[src/rtl/dest_ip_filter_reg_ctrl_if.sv]
// Register bus plus CAM table read/write handshake bundle for the dest-IP filter
// register controller. slave = controller side, master = host/table side.
interface dest_ip_filter_reg_ctrl_if #(
  parameter int unsigned ADDR_BITS = 5
);
  logic                 reg_req;
  logic                 reg_rnw;
  logic [1:0]           reg_addr;
  logic [31:0]          reg_wdata;
  logic                 reg_ack;
  logic [31:0]          reg_rdata;
  logic [ADDR_BITS-1:0] tbl_rd_addr;
  logic                 tbl_rd_req;
  logic [31:0]          tbl_rd_ip;
  logic                 tbl_rd_ack;
  logic [ADDR_BITS-1:0] tbl_wr_addr;
  logic                 tbl_wr_req;
  logic [31:0]          tbl_wr_ip;
  logic                 tbl_wr_ack;

  modport master (
    output reg_req, reg_rnw, reg_addr, reg_wdata, tbl_rd_ip, tbl_rd_ack, tbl_wr_ack,
    input  reg_ack, reg_rdata, tbl_rd_addr, tbl_rd_req, tbl_wr_addr, tbl_wr_req, tbl_wr_ip
  );

  modport slave (
    input  reg_req, reg_rnw, reg_addr, reg_wdata, tbl_rd_ip, tbl_rd_ack, tbl_wr_ack,
    output reg_ack, reg_rdata, tbl_rd_addr, tbl_rd_req, tbl_wr_addr, tbl_wr_req, tbl_wr_ip
  );
endinterface

[src/rtl/dest_ip_filter_reg_ctrl.sv]
// Host-register front end for the destination-IP filter CAM table: turns
// single-cycle register accesses into table read/write request/ack handshakes.
module dest_ip_filter_reg_ctrl #(
  parameter int unsigned LUT_DEPTH      = 32,
  parameter int unsigned LUT_DEPTH_BITS = $clog2(LUT_DEPTH),
  parameter int unsigned TIMEOUT_BITS   = 10
) (
  input logic                      clk,
  input logic                      resetn,
  dest_ip_filter_reg_ctrl_if.slave bus
);
  typedef enum logic [1:0] {IDLE, WR_WAIT, RD_WAIT} state_t;
  typedef enum logic [1:0] {A_IP = 2'd0, A_ENTRY = 2'd1, A_CMD = 2'd2, A_STATUS = 2'd3} addr_t;

  // Counter lands on all-ones on the same edge that abandons the wait.
  localparam logic [TIMEOUT_BITS-1:0] CNT_LAST = ~TIMEOUT_BITS'(1);

  state_t                    state, state_nxt;
  addr_t                     addr;
  logic [31:0]               ip;
  logic [LUT_DEPTH_BITS-1:0] entry;
  logic [TIMEOUT_BITS-1:0]   cnt;
  logic                      done, timeout, cmd_err, busy;
  logic                      wr_acc, rd_acc, cmd_wr, finish, expire, err_set, sts_clr;

  assign addr    = addr_t'(bus.reg_addr);
  assign wr_acc  = bus.reg_req & ~bus.reg_rnw;
  assign rd_acc  = bus.reg_req & bus.reg_rnw;
  assign cmd_wr  = wr_acc && (addr == A_CMD);
  assign finish  = (state == WR_WAIT && bus.tbl_wr_ack) || (state == RD_WAIT && bus.tbl_rd_ack);
  assign expire  = (state != IDLE) && !finish && (cnt == CNT_LAST);
  assign err_set = wr_acc && ((busy && addr != A_STATUS) ||
                              (!busy && addr == A_CMD && bus.reg_wdata[1:0] == 2'b11));
  assign sts_clr = rd_acc && (addr == A_STATUS);

  assign bus.tbl_rd_addr = entry;
  assign bus.tbl_wr_addr = entry;
  assign bus.tbl_wr_ip   = ip;

  always_ff @(posedge clk or negedge resetn) begin
    if (!resetn) state <= IDLE;
    else         state <= state_nxt;
  end

  always_comb begin
    state_nxt = state;
    unique case (state)
      IDLE: begin
        if (cmd_wr) begin
          if (bus.reg_wdata[1:0] == 2'b01)      state_nxt = WR_WAIT;
          else if (bus.reg_wdata[1:0] == 2'b10) state_nxt = RD_WAIT;
        end
      end
      WR_WAIT, RD_WAIT: if (finish || expire) state_nxt = IDLE;
      default: state_nxt = IDLE;
    endcase
  end

  always_comb begin
    busy           = 1'b0;
    bus.tbl_wr_req = 1'b0;
    bus.tbl_rd_req = 1'b0;
    unique case (state)
      WR_WAIT: begin
        busy           = 1'b1;
        bus.tbl_wr_req = 1'b1;
      end
      RD_WAIT: begin
        busy           = 1'b1;
        bus.tbl_rd_req = 1'b1;
      end
      default: ;
    endcase
  end

  // IDLE holds the counter at zero, so every wait starts counting from 0.
  always_ff @(posedge clk or negedge resetn) begin
    if (!resetn)            cnt <= '0;
    else if (state == IDLE) cnt <= '0;
    else                    cnt <= cnt + TIMEOUT_BITS'(1);
  end

  always_ff @(posedge clk or negedge resetn) begin
    if (!resetn) begin
      bus.reg_ack   <= 1'b0;
      bus.reg_rdata <= '0;
      ip            <= '0;
      entry         <= '0;
      done          <= 1'b0;
      timeout       <= 1'b0;
      cmd_err       <= 1'b0;
    end else begin
      bus.reg_ack   <= bus.reg_req;
      bus.reg_rdata <= '0;
      if (rd_acc) begin
        unique case (addr)
          A_IP:     bus.reg_rdata <= ip;
          A_ENTRY:  bus.reg_rdata <= 32'(entry);
          A_CMD:    bus.reg_rdata <= '0;
          A_STATUS: bus.reg_rdata <= 32'({cmd_err, timeout, done, busy});
          default:  bus.reg_rdata <= '0;
        endcase
      end

      // Status read clears sticky bits, but a coincident set event wins.
      done    <= (done & ~sts_clr) | finish;
      timeout <= (timeout & ~sts_clr) | expire;
      cmd_err <= (cmd_err & ~sts_clr) | err_set;

      if (state == RD_WAIT && bus.tbl_rd_ack)      ip <= bus.tbl_rd_ip;
      else if (wr_acc && addr == A_IP && !busy)    ip <= bus.reg_wdata;

      if (wr_acc && addr == A_ENTRY && !busy) entry <= bus.reg_wdata[LUT_DEPTH_BITS-1:0];
    end
  end
endmodule

[src/flat_wrapper.sv]
// flat-port wrapper written by rule: the top's interface ports become plain ports
module dest_ip_filter_reg_ctrl_flat 
#(
  parameter int unsigned LUT_DEPTH      = 32,
  parameter int unsigned LUT_DEPTH_BITS = $clog2(LUT_DEPTH),
  parameter int unsigned TIMEOUT_BITS   = 10
)
  (clk, resetn, bus_reg_req, bus_reg_rnw, bus_reg_addr, bus_reg_wdata, bus_tbl_rd_ip, bus_tbl_rd_ack, bus_tbl_wr_ack, bus_reg_ack, bus_reg_rdata, bus_tbl_rd_addr, bus_tbl_rd_req, bus_tbl_wr_addr, bus_tbl_wr_req, bus_tbl_wr_ip);
  dest_ip_filter_reg_ctrl_if #(.ADDR_BITS(5)) bus_i ();
  input logic clk;
  input logic resetn;
  input wire logic [$bits(bus_i.reg_req)-1:0] bus_reg_req;
  input wire logic [$bits(bus_i.reg_rnw)-1:0] bus_reg_rnw;
  input wire logic [$bits(bus_i.reg_addr)-1:0] bus_reg_addr;
  input wire logic [$bits(bus_i.reg_wdata)-1:0] bus_reg_wdata;
  input wire logic [$bits(bus_i.tbl_rd_ip)-1:0] bus_tbl_rd_ip;
  input wire logic [$bits(bus_i.tbl_rd_ack)-1:0] bus_tbl_rd_ack;
  input wire logic [$bits(bus_i.tbl_wr_ack)-1:0] bus_tbl_wr_ack;
  output wire logic [$bits(bus_i.reg_ack)-1:0] bus_reg_ack;
  output wire logic [$bits(bus_i.reg_rdata)-1:0] bus_reg_rdata;
  output wire logic [$bits(bus_i.tbl_rd_addr)-1:0] bus_tbl_rd_addr;
  output wire logic [$bits(bus_i.tbl_rd_req)-1:0] bus_tbl_rd_req;
  output wire logic [$bits(bus_i.tbl_wr_addr)-1:0] bus_tbl_wr_addr;
  output wire logic [$bits(bus_i.tbl_wr_req)-1:0] bus_tbl_wr_req;
  output wire logic [$bits(bus_i.tbl_wr_ip)-1:0] bus_tbl_wr_ip;
  assign bus_i.reg_req = bus_reg_req;
  assign bus_i.reg_rnw = bus_reg_rnw;
  assign bus_i.reg_addr = bus_reg_addr;
  assign bus_i.reg_wdata = bus_reg_wdata;
  assign bus_i.tbl_rd_ip = bus_tbl_rd_ip;
  assign bus_i.tbl_rd_ack = bus_tbl_rd_ack;
  assign bus_i.tbl_wr_ack = bus_tbl_wr_ack;
  assign bus_reg_ack = bus_i.reg_ack;
  assign bus_reg_rdata = bus_i.reg_rdata;
  assign bus_tbl_rd_addr = bus_i.tbl_rd_addr;
  assign bus_tbl_rd_req = bus_i.tbl_rd_req;
  assign bus_tbl_wr_addr = bus_i.tbl_wr_addr;
  assign bus_tbl_wr_req = bus_i.tbl_wr_req;
  assign bus_tbl_wr_ip = bus_i.tbl_wr_ip;
  dest_ip_filter_reg_ctrl #(.LUT_DEPTH(LUT_DEPTH), .LUT_DEPTH_BITS(LUT_DEPTH_BITS), .TIMEOUT_BITS(TIMEOUT_BITS)) u_core (.clk(clk), .resetn(resetn), .bus(bus_i));
endmodule
[config.mk]
export PLATFORM = sky130hd
export DESIGN_NAME = dest_ip_filter_reg_ctrl_flat
export DESIGN_NICKNAME = d
export VERILOG_FILES = /design/src/rtl/dest_ip_filter_reg_ctrl_if.sv /design/src/rtl/dest_ip_filter_reg_ctrl.sv /design/src/flat_wrapper.sv
export SDC_FILE = /design/constraint.sdc
export NUM_CORES = 1
export LEC_CHECK = 0
export ABC_AREA = 1
export CAP_MARGIN = 20
export CORE_MARGIN = 3
export CORE_UTILIZATION = 42
export DETAILED_ROUTE_END_ITERATION = 8
export GPL_TIMING_DRIVEN = 1
export PLACE_DENSITY = 0.84
export SETUP_SLACK_MARGIN = 0.2
export SYNTH_ARGS = -nofsm -noshare
export SYNTH_HDL_FRONTEND = slang
export SYNTH_SLANG_ARGS = --single-unit
[constraint.sdc]
create_clock -name clk -period 2.45 [get_ports clk]
set_clock_uncertainty 0.1 [all_clocks]
set_input_delay 0.49 -clock clk [delete_from_list [all_inputs] [get_ports clk]]
set_output_delay 0.49 -clock clk [all_outputs]
set_load 0.02 [all_outputs]
# After elaboration in Yosys (flattened, before gate mapping)
# Index checks and enable logic that the tools add are counted.
# word_totals
reg_bits	85
inputBits	72
output_inout_bits	77
elab_cells	71
# classes
addsub	1
eq_ne	13
mux	13
bitwise_logic	10
reduce_logical	25
# op_table
operator	count
$pmux W32 S4	1
$mux W32	3
$logic_and A1 B1 Y1	14
$add A10 B1 Y10 const B	1
$eq A10 B10 Y1 const B	1
$eq A2 B2 Y1 const B	5
$mux W10	1
$mux W2	4
$eq A2 B1 Y1 const B	3
$and A1 B1 Y1	5
$logic_not A2 Y1	2
$ne A2 B1 Y1 const B	2
$pmux W2 S2	1
$reduce_bool A2 Y1	2
$logic_or A1 B1 Y1	3
$mux W1	3
$ne A3 B1 Y1 const B	1
$or A1 B1 Y1	3
$reduce_and A3 Y1	1
$logic_not A1 Y1	2
$ne A2 B2 Y1 const B	1
$not A1 Y1	2
$reduce_or A2 Y1	1

# Longest topological paths before layout
# logic_depth
word_depth	9
mapped_depth	11

# Worst setup path before layout
# No wires, ideal clock.
# synth_path
path_kind	reg-to-reg
from	register u_core.state[0]
to	register u_core.ip[10], in the netlist u_core.bus.tbl_wr_ip[10]
setup_ns	0.126
arrival_time_ns	1.468
t_required_ns	2.224
setup_slack_ns	0.756
path_stages_with_launch	11
n_path_buf	3
period_less_slack_ns	1.694
path_cell_list	dfrtp_1 > inv_1 > ha_1 > buf_4 > nand2_4 > buf_6 > buf_4 > nand2_1 > nand2_1 > nand2_1 > o21ai_0
# synth_between
elab_chain_len	6
# synth_lines
element	line_no	text
start, declared	dest_ip_filter_reg_ctrl.sv:18	state_t state, state_nxt;
start signal, assigned	dest_ip_filter_reg_ctrl.sv:42	else state <= state_nxt;
$eq A2 B2 Y1 or $eq A2 B1 Y1 (tied branches)	dest_ip_filter_reg_ctrl.sv:63, dest_ip_filter_reg_ctrl.sv:110	
$reduce_or A2 Y1 (no source line)	n/a	
$mux W1	dest_ip_filter_reg_ctrl.sv:63	unique case (state)
$logic_not A1 Y1	dest_ip_filter_reg_ctrl.sv:111	else if (wr_acc && addr == A_IP && !busy) ip <= bus.reg_wdata;
$logic_and A1 B1 Y1	dest_ip_filter_reg_ctrl.sv:111	
$reduce_bool A2 Y1 (no source line)	n/a	
end signal, assigned	dest_ip_filter_reg_ctrl.sv:110	if (state == RD_WAIT && bus.tbl_rd_ack) ip <= bus.tbl_rd_ip;
end signal, assigned	dest_ip_filter_reg_ctrl.sv:111	
end, declared	dest_ip_filter_reg_ctrl.sv:20	logic [31:0] ip;
# Parallel ways exist; a longest one is shown, timed or not.
# A chain may end at the register's enable or synchronous reset.

# Worst setup path after layout
# layout_path
from	register u_core.state[0]
to	output bus_tbl_rd_req
# layout_between
elab_chain_len	2
# layout_lines
element	line_no	text
$eq A2 B2 Y1	dest_ip_filter_reg_ctrl.sv:63	
$mux W1	dest_ip_filter_reg_ctrl.sv:63	
end, declared	flat_wrapper.sv:22	output wire logic [$bits(bus_i.tbl_rd_req)-1:0] bus_tbl_rd_req;
# No other way between the ends.

==> impl_metrics.env <==
export IMPL_run_status="complete, no violations"
export IMPL_endpoint_kind="primary output"
export IMPL_min_period_ns=2.06
export IMPL_hold_violations=0
export IMPL_max_cap_viol_count=0
export IMPL_grt_remaining_overflow=0
export IMPL_ys_top_cells_by_count="129 x nand2_1, 85 x dfrtp_1, 56 x inv_1"
export IMPL_rr_startpoint="u_core.state[0]"
export IMPL_crit_end="bus_tbl_rd_req"
export IMPL_cts_sinks=85
export IMPL_boundaryPins=149
export IMPL_setup_viol_count_final=0
export IMPL_syn_to_final_growth_pct=44.1
export IMPL_synth_top_area_frac=0.546
export IMPL_setup_worst_path_start="u_core.state[0]"
export IMPL_nNetsFinal=681
export IMPL_tightest_slew_ns=0.702
export IMPL_synth_edf_count=0
export IMPL_ctsLongestPathBuffers=2
export IMPL_r2r_end="u_core.bus.tbl_wr_ip[29]"
export IMPL_r2r_slack_ns=0.57
export IMPL_first_global_vias=3656
export IMPL_avgViaCountPerCell=5.06
export IMPL_hold_buffers=0
export IMPL_drtPass1Iterations=4
export IMPL_synthCells=463
export IMPL_gp_congestion=0.863
export IMPL_drive_above_1_share=0.0575
export IMPL_rsz0062_at_grt="false"
export IMPL_clk_pin_slew_ns=0.09
export IMPL_slew_headroom=0.532
export IMPL_syn_avg_cell_area_um2=8.42
export IMPL_die_w_um=102
export IMPL_crit_type="flop to primary output"
export IMPL_drv_slew=0
export IMPL_cts_root_buf="clkbuf_8"
export IMPL_clkLatencyLatePin_ns=0.35
export IMPL_setup_ws_ns=0.391
export IMPL_yosysSeqAreaShare=0.546
export IMPL_synth_distinct_cells=24
export IMPL_h_tree_depth=3
export IMPL_dieArea_um2=10500
export IMPL_dp_slack_ns=0.340
export IMPL_num_antenna_cells=0
export IMPL_synth_top_flop_cell="dfrtp_1"
export IMPL_wl_mm=10.9
export IMPL_hpwl_mm=8.22
export IMPL_syn_num_nets=540
export IMPL_grt_start_max_net_pins=57
export IMPL_combPwrFrac=0.473
export IMPL_track_usage=0.213
export IMPL_drtAntennaViolNets=0
export IMPL_die_h_um=102
export IMPL_num_rows=34
export IMPL_hold_class="input port to async pin"
export IMPL_core_um2=8850
export IMPL_p_int_mw=3.35
export IMPL_synth_area_leader_cell="dfrtp_1"
export IMPL_clockPowerShare=0.168
export IMPL_cp_data_required_time_ns=1.86
export IMPL_ir_worst_vdd_uv=788
export IMPL_yosys_warnings=0
export IMPL_drtIter0Drc=119
export IMPL_grt_pass1_wl_mm=17.3
export IMPL_critPathMaxFanout=3
export IMPL_vias=3625
export IMPL_synth_most_common_cell="nand2_1"
export IMPL_syn_area_um2=3900
export IMPL_leakage_nw=2.68
export IMPL_yosys_top_cells_area="dfrtp_1 55%, nand2_1 12%, inv_1 5.4%"
export IMPL_cts_made_buffers=9
export IMPL_power_total_mw=5.65
export IMPL_fill_cells=734
export IMPL_p_sw_frac=0.406
export IMPL_drc=0
export IMPL_min_period_over_period=0.841
export IMPL_routedWlPerCell_um=15.3
export IMPL_async_flop_share=1.00
export IMPL_portBuffers=148
export IMPL_initial_core_util=0.440
export IMPL_max_freq_ghz=0.486
export IMPL_cp_start_kind="flop"
export IMPL_power_frac_seq=0.359
export IMPL_synth_seq_cells=85
export IMPL_cp_arrival_ns=1.47
export IMPL_antenna_found_initial=0
export IMPL_powerDensity_nw_per_um2=1010
export IMPL_setup_tns_ns=0
export IMPL_cts_tree="done"
export IMPL_switching_power_mw=2.30
export IMPL_reg2reg_depth=8
## repair_timing
item	in CTS	in global routing
gates resized for setup	1	1
endpoints found under the setup margin	1	1
buffers inserted	0	0
## worst min-delay path by stage
stage                  start                        to  slack (ns)
2_1_floorplan         resetn        u_core.bus.reg_ack        0.09
3_3_place_gp   u_core.cnt[2]             u_core.cnt[2]        0.38
3_5_place_dp   u_core.cnt[3]             u_core.cnt[3]        0.38
4_1_cts               resetn  u_core.bus.reg_rdata[10]        0.11
5_1_grt               resetn  u_core.bus.reg_rdata[10]        0.13
6_report              resetn  u_core.bus.reg_rdata[10]        0.08
## sequential cells by signal (all words and copies together), names as in the netlist
signal,cells
u_core.done,1
u_core.bus.tbl_rd_addr,5
u_core.bus.tbl_wr_ip,32
u_core.state,2
u_core.cmd_err,1
u_core.timeout,1
u_core.bus.reg_ack,1
u_core.bus.reg_rdata,32
u_core.cnt,10
## power groups by stage
stage / combinational [mW] / sequential [mW] / clock (mW)
floorplan: 1.19 / 2.39 / 0
global placement: 2.61 / 2.04 / 0
detailed placement: 2.70 / 2.05 / 0
CTS: 2.69 / 2.03 / 0.970
global route: 2.92 / 2.07 / 1.03
finish: 2.67 / 2.03 / 0.947
## layout make-up
cell class	count	area [um^2]	area share
Sequential cell	85	2130	0.379
Clock inverter	4	30.0	0.00535
Inverter	59	221	0.0394
Tap cell	108	135	0.0241
Multi-Input combinational cell	292	1350	0.241
Timing Repair Buffer	157	1590	0.282
Clock buffer	12	165	0.0294
## logic make-up after synthesis
kind of cell	synth area share
AO/OA/AOI/OAI	0.0841
adder cells (fa/ha/maj)	0.0161
buffers and inverters	0.108
flip-flops	0.546
AND/OR/NAND/NOR	0.247
## cells in the final DEF, fill, tap and decap left out
cell type | netlist | routed
o21ai_1 | 5 | 5
nand2_4 | 2 | 2
nor2_1 | 22 | 22
nand2_2 | 3 | 3
dfrtp_1 | 85 | 85
clkdlybuf4s50_1 | 0 | 145
dlygate4sd2_1 | 0 | 1
ha_1 | 5 | 5
a21oi_1 | 12 | 12
nor3_1 | 32 | 32
inv_2 | 3 | 3
o22ai_1 | 1 | 1
dlymetal6s2s_1 | 0 | 1
a31oi_1 | 3 | 3
o21ai_0 | 37 | 37
inv_1 | 56 | 56
inv_6 | 0 | 1
buf_12 | 0 | 3
o21bai_1 | 1 | 1
nor3_2 | 1 | 1
nand4_1 | 2 | 2
clkinvlp_4 | 0 | 1
nand3_1 | 34 | 34
o211ai_1 | 1 | 1
nand2_1 | 129 | 129
o221ai_1 | 2 | 2
clkinv_4 | 0 | 1
clkbuf_8 | 0 | 12
clkinv_2 | 0 | 1
buf_4 | 9 | 7
## metal layers
layer / part of all wire / up-vias / track usage
met1: 0.40 / 1699 / 0.248
li1: - / 1749 / -
met5: 0 / - / 0
met4: 0.015 / 0 / 0.0676
met3: 0.089 / 16 / 0.0498
met2: 0.50 / 161 / 0.387
## worst max-delay path, stage by stage (launching register included)
cell           delay (ns)
dfrtp_1              0.40
inv_1                0.09
ha_1                 0.26
dlygate4sd2_1        0.36
## through the flow
stage | area (um^2) | util | hold WS, ns | std cells
2_1_floorplan | 3900 | - | 0.0944 | 463
5_1_grt | 5620 | 0.635 | 0.128 | 717
3_3_place_gp | 5420 | 0.612 | 0.376 | 701
3_5_place_dp | 5420 | 0.612 | 0.380 | 701
6_report | 5620 | 0.635 | 0.0771 | 717
4_1_cts | 5610 | 0.634 | 0.107 | 717
No activity file was read; power rests on OpenSTA's default activity.
